### config.mk
export PLATFORM = sky130hd
export DESIGN_NAME = axil_crossbar_wr
export DESIGN_NICKNAME = d
export VERILOG_FILES = /design/src/rtl/axil_crossbar_wr.sv
export SDC_FILE = /design/constraint.sdc
export NUM_CORES = 1
export LEC_CHECK = 0
export ABC_AREA = 1
export ABC_CLOCK_PERIOD_IN_PS = 1600
export CAP_MARGIN = 40
export CORE_AREA = 3 3 88 90
export CTS_CLUSTER_DIAMETER = 150
export CTS_CLUSTER_SIZE = 20
export DETAILED_ROUTE_END_ITERATION = 12
export DIE_AREA = 0 0 91 93
export HOLD_SLACK_MARGIN = 0.05
export PLACE_DENSITY = 0.76
export SLEW_MARGIN = 15
export SYNTH_ARGS = -nofsm -noshare
export SYNTH_HDL_FRONTEND = slang
export SYNTH_SLANG_ARGS = --single-unit
### constraint.sdc
create_clock -name aclk -period 1.6 [get_ports aclk]
set_clock_uncertainty 0.2 [all_clocks]
set_input_delay 0.4 -clock aclk [delete_from_list [all_inputs] [get_ports aclk]]
set_output_delay 0.4 -clock aclk [all_outputs]
set_load 0.05 [all_outputs]
### src/rtl/axil_crossbar_wr.sv
// AXI-Lite write crossbar stage: N masters share one slave port for AW/W/B.
// One write transaction owns the port from grant until its B handshake completes.
module axil_crossbar_wr #(
  parameter int NUMBER_MASTER  = 2,
  parameter int AXI_DATA_WIDTH = 32,
  parameter int AXI_ADDR_WIDTH = 32
) (
  input  logic                                      aclk,
  input  logic                                      aresetn,
  output logic [NUMBER_MASTER-1:0]                  grant_wr,
  input  logic [NUMBER_MASTER*AXI_ADDR_WIDTH-1:0]   m_axil_awaddr,
  input  logic [NUMBER_MASTER-1:0]                  m_axil_awvalid,
  output logic [NUMBER_MASTER-1:0]                  m_axil_awready,
  input  logic [NUMBER_MASTER*AXI_DATA_WIDTH-1:0]   m_axil_wdata,
  input  logic [NUMBER_MASTER*AXI_DATA_WIDTH/8-1:0] m_axil_wstrb,
  input  logic [NUMBER_MASTER-1:0]                  m_axil_wvalid,
  output logic [NUMBER_MASTER-1:0]                  m_axil_wready,
  output logic [NUMBER_MASTER*2-1:0]                m_axil_bresp,
  output logic [NUMBER_MASTER-1:0]                  m_axil_bvalid,
  input  logic [NUMBER_MASTER-1:0]                  m_axil_bready,
  output logic [AXI_ADDR_WIDTH-1:0]                 s_axil_awaddr,
  output logic                                      s_axil_awvalid,
  input  logic                                      s_axil_awready,
  output logic [AXI_DATA_WIDTH-1:0]                 s_axil_wdata,
  output logic [AXI_DATA_WIDTH/8-1:0]               s_axil_wstrb,
  output logic                                      s_axil_wvalid,
  input  logic                                      s_axil_wready,
  input  logic [1:0]                                s_axil_bresp,
  input  logic                                      s_axil_bvalid,
  output logic                                      s_axil_bready
);

  // state | meaning
  // IDLE  | no owner; arbitrate among requesters, nothing forwarded
  // XFER  | owner's AW and W routed to slave until both have handshaken
  // RESP  | slave B routed back to owner until B handshake

  localparam int N  = NUMBER_MASTER;
  localparam int IW = $clog2(NUMBER_MASTER);
  localparam int AW = AXI_ADDR_WIDTH;
  localparam int DW = AXI_DATA_WIDTH;
  localparam int SW = AXI_DATA_WIDTH / 8;

  typedef enum logic [1:0] {IDLE, XFER, RESP} state_t;

  state_t          state;
  logic            aw_done;
  logic            w_done;
  logic [IW-1:0]   rr_ptr;
  logic [IW-1:0]   owner;

  logic [N-1:0]    req;
  logic [IW-1:0]   hi_idx;
  logic [IW-1:0]   lo_idx;
  logic            hi_vld;
  logic            lo_vld;
  logic [IW-1:0]   pick;
  logic            pick_vld;

  logic [AW-1:0]   sel_awaddr;
  logic            sel_awvalid;
  logic [DW-1:0]   sel_wdata;
  logic [SW-1:0]   sel_wstrb;
  logic            sel_wvalid;
  logic            sel_bready;

  logic            in_xfer;
  logic            in_resp;
  logic            aw_fire;
  logic            w_fire;
  logic            b_fire;

  assign req = m_axil_awvalid | m_axil_wvalid;

  // Round robin: lowest requester above rr_ptr wins, else wrap to the lowest overall.
  always_comb begin
    hi_vld = 1'b0;
    lo_vld = 1'b0;
    hi_idx = '0;
    lo_idx = '0;
    for (int i = N - 1; i >= 0; i--) begin
      if (req[i]) begin
        if (IW'(i) > rr_ptr) begin
          hi_vld = 1'b1;
          hi_idx = IW'(i);
        end else begin
          lo_vld = 1'b1;
          lo_idx = IW'(i);
        end
      end
    end
    pick_vld = hi_vld | lo_vld;
    pick     = hi_vld ? hi_idx : lo_idx;
  end

  always_comb begin
    sel_awaddr  = '0;
    sel_awvalid = 1'b0;
    sel_wdata   = '0;
    sel_wstrb   = '0;
    sel_wvalid  = 1'b0;
    sel_bready  = 1'b0;
    for (int i = 0; i < N; i++) begin
      if (grant_wr[i]) begin
        sel_awaddr  = sel_awaddr | m_axil_awaddr[i*AW +: AW];
        sel_awvalid = sel_awvalid | m_axil_awvalid[i];
        sel_wdata   = sel_wdata | m_axil_wdata[i*DW +: DW];
        sel_wstrb   = sel_wstrb | m_axil_wstrb[i*SW +: SW];
        sel_wvalid  = sel_wvalid | m_axil_wvalid[i];
        sel_bready  = sel_bready | m_axil_bready[i];
      end
    end
  end

  assign in_xfer = (state == XFER);
  assign in_resp = (state == RESP);

  assign s_axil_awvalid = in_xfer & sel_awvalid & ~aw_done;
  assign s_axil_awaddr  = in_xfer ? sel_awaddr : '0;
  assign s_axil_wvalid  = in_xfer & sel_wvalid & ~w_done;
  assign s_axil_wdata   = in_xfer ? sel_wdata : '0;
  assign s_axil_wstrb   = in_xfer ? sel_wstrb : '0;
  assign s_axil_bready  = in_resp & sel_bready;

  assign m_axil_awready = grant_wr & {N{in_xfer & s_axil_awready & ~aw_done}};
  assign m_axil_wready  = grant_wr & {N{in_xfer & s_axil_wready & ~w_done}};
  assign m_axil_bvalid  = grant_wr & {N{in_resp & s_axil_bvalid}};

  always_comb begin
    m_axil_bresp = '0;
    for (int i = 0; i < N; i++) begin
      if (grant_wr[i] && in_resp) m_axil_bresp[i*2 +: 2] = s_axil_bresp;
    end
  end

  assign aw_fire = s_axil_awvalid & s_axil_awready;
  assign w_fire  = s_axil_wvalid & s_axil_wready;
  assign b_fire  = s_axil_bvalid & s_axil_bready;

  always_ff @(posedge aclk or negedge aresetn) begin
    if (!aresetn) begin
      state    <= IDLE;
      grant_wr <= '0;
      owner    <= '0;
      aw_done  <= 1'b0;
      w_done   <= 1'b0;
      rr_ptr   <= IW'(N - 1);
    end else begin
      case (state)
        IDLE: begin
          if (pick_vld) begin
            state    <= XFER;
            owner    <= pick;
            grant_wr <= {{(N-1){1'b0}}, 1'b1} << pick;
            aw_done  <= 1'b0;
            w_done   <= 1'b0;
          end
        end
        XFER: begin
          if (aw_fire) aw_done <= 1'b1;
          if (w_fire)  w_done  <= 1'b1;
          if ((aw_done | aw_fire) & (w_done | w_fire)) state <= RESP;
        end
        RESP: begin
          if (b_fire) begin
            state    <= IDLE;
            grant_wr <= '0;
            rr_ptr   <= owner;
            aw_done  <= 1'b0;
            w_done   <= 1'b0;
          end
        end
        default: state <= IDLE;
      endcase
    end
  end

endmodule
Word level (Yosys, flattened, before mapping)
Cells that the tools add are included.

Add/subtract/negate cells: 0. $mul: 0. Div/mod/pow operators: 0. $lt $le $gt $ge: 2. Equality and inequality tests: 7. Shift operators: 1. Multiplexer cells: 42. Bitwise gates (word level): 29. Reduce and logical (&&, ||, !) cells: 11.

Operators with widths (count): 2-to-1 mux 32 bit (6); OR 32 bit (2); 2-to-1 mux 1 bit (23); AND 1 bit (14); 2-to-1 mux 2 bit (6); 2-to-1 mux 4 bit (3); != test 2 x 1 -> 1 bit, second input constant (4); AND reduction 4 bit (2); AND 2 bit (3); OR 1 bit (6); case mux 1 bit (3 select lines) (2); case mux 2 bit (3 select lines) (1); AND reduction 3 bit (2); OR 4 bit (1); case mux 2 bit (2 select lines) (1); AND reduction 2 bit (2); nonzero test 3 bit (1); equality test 2 x 1 -> 1 bit, second input constant (1); equality test 2 bit, second input constant (1); > comparator 1 bit, first input constant (2); logical AND 1 bit (2); logical NOT 2 bit (1); != test 2 bit, second input constant (1); inverter 1 bit (2); 3 further kinds (3).

Register bits after elaboration: 8. Latch bits: 0. RAM bits: 0. Bits in read-only memories: 0. Input bits: 149. Logic and storage cells: 98. Memories: 0.

Logic depth before layout (Yosys ltp)
Word-level depth: 10. Mapped depth: 8. Gate-level depth less buffers: 8.

Worst setup path before layout
No wires, ideal clock.

Kind: register to output. Start point: reg grant_wr[0]. End point: out m_axil_wready[0]. Arrival time: 2.224 ns. Required time: 1.000 ns. Path slack: -1.224 ns. Stages on the path, launching flop included: 5. Path buffers: 2. Path through: dfrtp_1 buf_2 buf_2 inv_1 nor3_1.

Cells in the longest elaborated chain, start to end: 1.

Ends and longest elaborated chain: start, declared (RTL line 10) `output logic [NUMBER_MASTER-1:0] grant_wr,`; start signal, assigned (RTL line 154) `grant_wr <= {{(N-1){1'b0}}, 1'b1} << pick;`; AND 2 bit (RTL line 126) `assign m_axil_wready = grant_wr & {N{in_xfer & s_axil_wready & ~w_done}};`; end, declared (RTL line 17) `output logic [NUMBER_MASTER-1:0] m_axil_wready,`.

No other way between the ends.

Worst setup path in the final report
Start point: reg state[1]. End point: out s_axil_awaddr[26].

Cells in the longest elaborated chain, start to end: 2.

Ends and longest elaborated chain: start, declared (RTL line 46) `state_t state;`; start signal, assigned (RTL line 142) `state <= IDLE;`; start signal, assigned (RTL line 152) `state <= XFER;`; start signal, assigned (RTL line 162) `if ((aw_done | aw_fire) & (w_done | w_fire)) state <= RESP;`; equality test 2 x 1 -> 1 bit (RTL line 115) `assign in_xfer = (state == XFER);`; 2-to-1 mux 32 bit (RTL line 119) `assign s_axil_awaddr = in_xfer ? sel_awaddr : '0;`; end, declared (RTL line 21) `output logic [AXI_ADDR_WIDTH-1:0] s_axil_awaddr,`.

No other way between the ends.

==> impl_metrics.csv <==
group,metric,value,unit
status,status,"finished, violations left",
status,failed_checks,"negative setup slack",
pwr,power_density,2066,nW/um^2
clocking,clock_insertion_delay_at_the_later_pin_of_the_skew_report,230,ps
floorplan,start_util,21.16,%
sta,post_route_minimum_period,2023,ps
critical_path,r2r_end,"w_done",
worst_hold_path,hold_class,"in2async",
floorplan,floorplan.die.height,93,um
sta,hold_violations,0,
sta,min_period_over_period,126.4,%
sta,drv_slew,0,
sta,setup_repair_after_global_routing_missed_its_margin,"yes",
floorplan,floorplan.rows,31,
synth,leading_post_synthesis_cells_by_instance_count,"sky130_fd_sc_hd__nand2_1 (161), sky130_fd_sc_hd__a21oi_1 (72), sky130_fd_sc_hd__nor2_1 (15), sky130_fd_sc_hd__inv_1 (12), sky130_fd_sc_hd__clkbuf_1 (9)",
global_route,vias_in_the_first_global_route,3259,
synth,cell_area_after_technology_mapping,1510,sq um
synth,most_numerous_cell_in_the_yosys_netlist,"sky130_fd_sc_hd__nand2_1",
floorplan,die_ar,8463,sq um
clocking,post_cts_hold_buffer_count,0,
placed_design,final_gp_congestion,0.8717,
synth,post-synth-top-area-fraction,40.02,%
placed_design,dpl.hpwl,9444,um
placed_design,buffer_ports.inserted,231,
flow_run,drv.max_cap_violation_count,0,
final_layout,area.growth.synth_to_final,315.2,%
clocking,cts.path.max_buffers,2,
critical_path,worstSetupStartpointType,"register",
clocking,clock_sink_count,8,
critical_path,slowest_delay,380,ps
synth,synthesis.nets,463,
drt,detailedRoute.firstIterationViolations,123,
synth,synthesis.yosys.warnings,0,
drt,dr_total_vias,3255,
critical_path,path_max_fanout,13,
floorplan,boundary_pin_count,232,
final_layout,postLayoutCellArea,6271,sq um
drt,drt_pre_antenna_iters,4,
final_layout,post-route-util,87.87,%
critical_path,critical_path.slowest_cell,"sky130_fd_sc_hd__dfrtp_1",
synth,ys_types,22,
global_route,grt_start_max_net_pins,39,
global_route,grt_first_pass_wirelength,17160,um
synth,ys_seq_elements,8,
sta,worstMarginPinSlew,392.6,ps
synth,async_reset_ff_share,100.0,%
drt,route.final.wire_length,12470,um
critical_path,worst-endpoint-required,1000,ps
sta,fmax,494.4,MHz
global_route,grtUsageTotal,24.91,%
critical_path,critical_path_class,"reg2out",
placed_design,post_dp_cell_area,5924,sq um
drt,final_routed_drc_violation_total,0,
final_layout,layout-drive-gt1-share,43.41,%
synth,synth_top_flop_cell,"sky130_fd_sc_hd__dfrtp_1",
critical_path,worstSetupEndpointType,"output port",
critical_path,cp_cell_sequence,"inv_2 -> nand2_4 -> buf_12 -> a21oi_4 -> buf_12",
sta,maxSlewHeadroom,73.74,%
synth,synth-edff-count,0,
synth,synth_seq_area_share,13.34,%
clocking,clock_buffers_created_by_tritoncts,3,
clocking,clk_root_buffer_cell,"sky130_fd_sc_hd__clkbuf_8",
drt,wire_per_inst,18.67,um
sta,final_critical_path_setup_slack,-422.8,ps
clocking,clkSlewWorstSetupHoldPaths,50,ps
critical_path,critical_path_arrival,1420,ps
critical_path,reg2regPathDepth,10,
critical_path,worst_r2r_startpoint,"grant_wr[0]",
critical_path,path_common_cell,"sky130_fd_sc_hd__buf_12",
synth,post_synth_inst_count,314,
global_route,globalRouteOverflowTotal,0,
global_route,antenna_found_initial,0,
clocking,tritoncts,"yes",
final_layout,num-nets-final,719,
critical_path,regToRegSetupSlack,-130,ps
floorplan,floorplan.core_area,7137,sq um
floorplan,die_width,91,um
drt,drtAntennaViolNets,0,
sta,finalSetupViolCount,90,
final_layout,diodes,0,
pwr,max-vdd-ir-drop,1287,uV
synth,synth_top_area_cell,"sky130_fd_sc_hd__nand2_1",
synth,post_synth_main_area_contributors,"sky130_fd_sc_hd__nand2_1 (40%), sky130_fd_sc_hd__a21oi_1 (24%), sky130_fd_sc_hd__dfrtp_1 (12%)",
pwr,leakagePower,2.346,nW
sta,fin_worst_hold_slack,260.6,ps
drt,viasPerCell,4.873,
synth,mean_instance_size_in_the_synthesized_netlist,4.810,sq um
clocking,htree_levels,1,
## sequential cells by signal, summed over array words and instances (netlist names)
register,cells
aw_done,1
w_done,1
state,2
grant_wr,2
rr_ptr,1
owner,1
## through the flow
| step | TNS [ps] | total power (W) | worst slack [ps] | instances |
|---|---|---|---|---|
| 5_1_grt | -37060 | 0.01336 | -475.1 | 668 |
| 3_5_place_dp | -25160 | 0.01189 | -372.0 | 649 |
| 2_1_floorplan | -21650 | 0.006942 | -328.6 | 314 |
| 4_1_cts | -30430 | 0.01234 | -408.4 | 657 |
| 6_report | -32540 | 0.01296 | -422.8 | 668 |
| 3_3_place_gp | -23170 | 0.01172 | -357.0 | 649 |
## per-layer routing
metal	vias to the layer above	wire length, um	track usage [%]
met3	18	694	4.344
met1	1570	4230	25.90
met4	0	237	4.020
met2	152	7312	51.93
li1	1515	-	-
met5	-	0	0
## logic make-up after synthesis
| group | after synthesis | share of synthesized area, % |
|---|---|---|
| and+or+nand+nor | 187 | 47.97 |
| buffers and inverters | 38 | 11.27 |
| AOI/OAI and AO/OA | 81 | 27.42 |
| DFF | 8 | 13.34 |
## power breakdown
part	switching, W	internal, W	leakage [nW]
clock	0.0000897	0.000174	0.0228
sequential	0.0000965	0.000310	0.0938
combinational	0.00686	0.00543	2.23
## layout make-up
cell class | count | area (sq um)
clock buffer | 4 | 45.04
fill | 341 | 865.8
inverter | 15 | 61.31
multi-input combinational | 268 | 2133
sequential | 8 | 205.2
tap | 99 | 123.9
timing repair buffer | 274 | 3702
## critical path, delay by kind of cell (launching register included)
| family | cells | cell delay, ps |
|---|---|---|
| AO/OA/AOI/OAI | 1 | 160 |
| buffers and inverters | 3 | 490 |
| flip-flops | 1 | 380 |
| AND/OR/NAND/NOR | 1 | 150 |
## what timing repair did
item,CTS,global route
buffers inserted,5,8
cloned,0,4
endpoints found under the setup margin,89,90
resized for setup,19,20
pin swaps,11,8
## layout by cell type, fill, tap and decap left out, drive strengths merged, types with 2 or more instances in the layout
master         count
a21oi             73
buf              123
clkbuf             7
clkdlybuf4s50    145
dfrtp              7
dlymetal6s2s       2
inv               15
nand2            161
nand3              6
nor2              17
nor3               2
o21ai              7
## how the worst max path moves through the flow
stage                     slack [ps]  depth (start not counted)     startpoint                end
final                           -420                          5       state[1]  s_axil_awaddr[26]
after global routing            -480                          5       state[1]   s_axil_wdata[11]
after global placement          -360                          4  s_axil_wready   m_axil_wready[0]
after detailed placement        -370                          4  s_axil_wready   m_axil_wready[0]
after CTS                       -410                          5       state[1]   m_axil_wready[0]
after floorplan                 -330                          5    grant_wr[1]   s_axil_wdata[24]
Note: power is estimated with default switching activity, not from simulation.
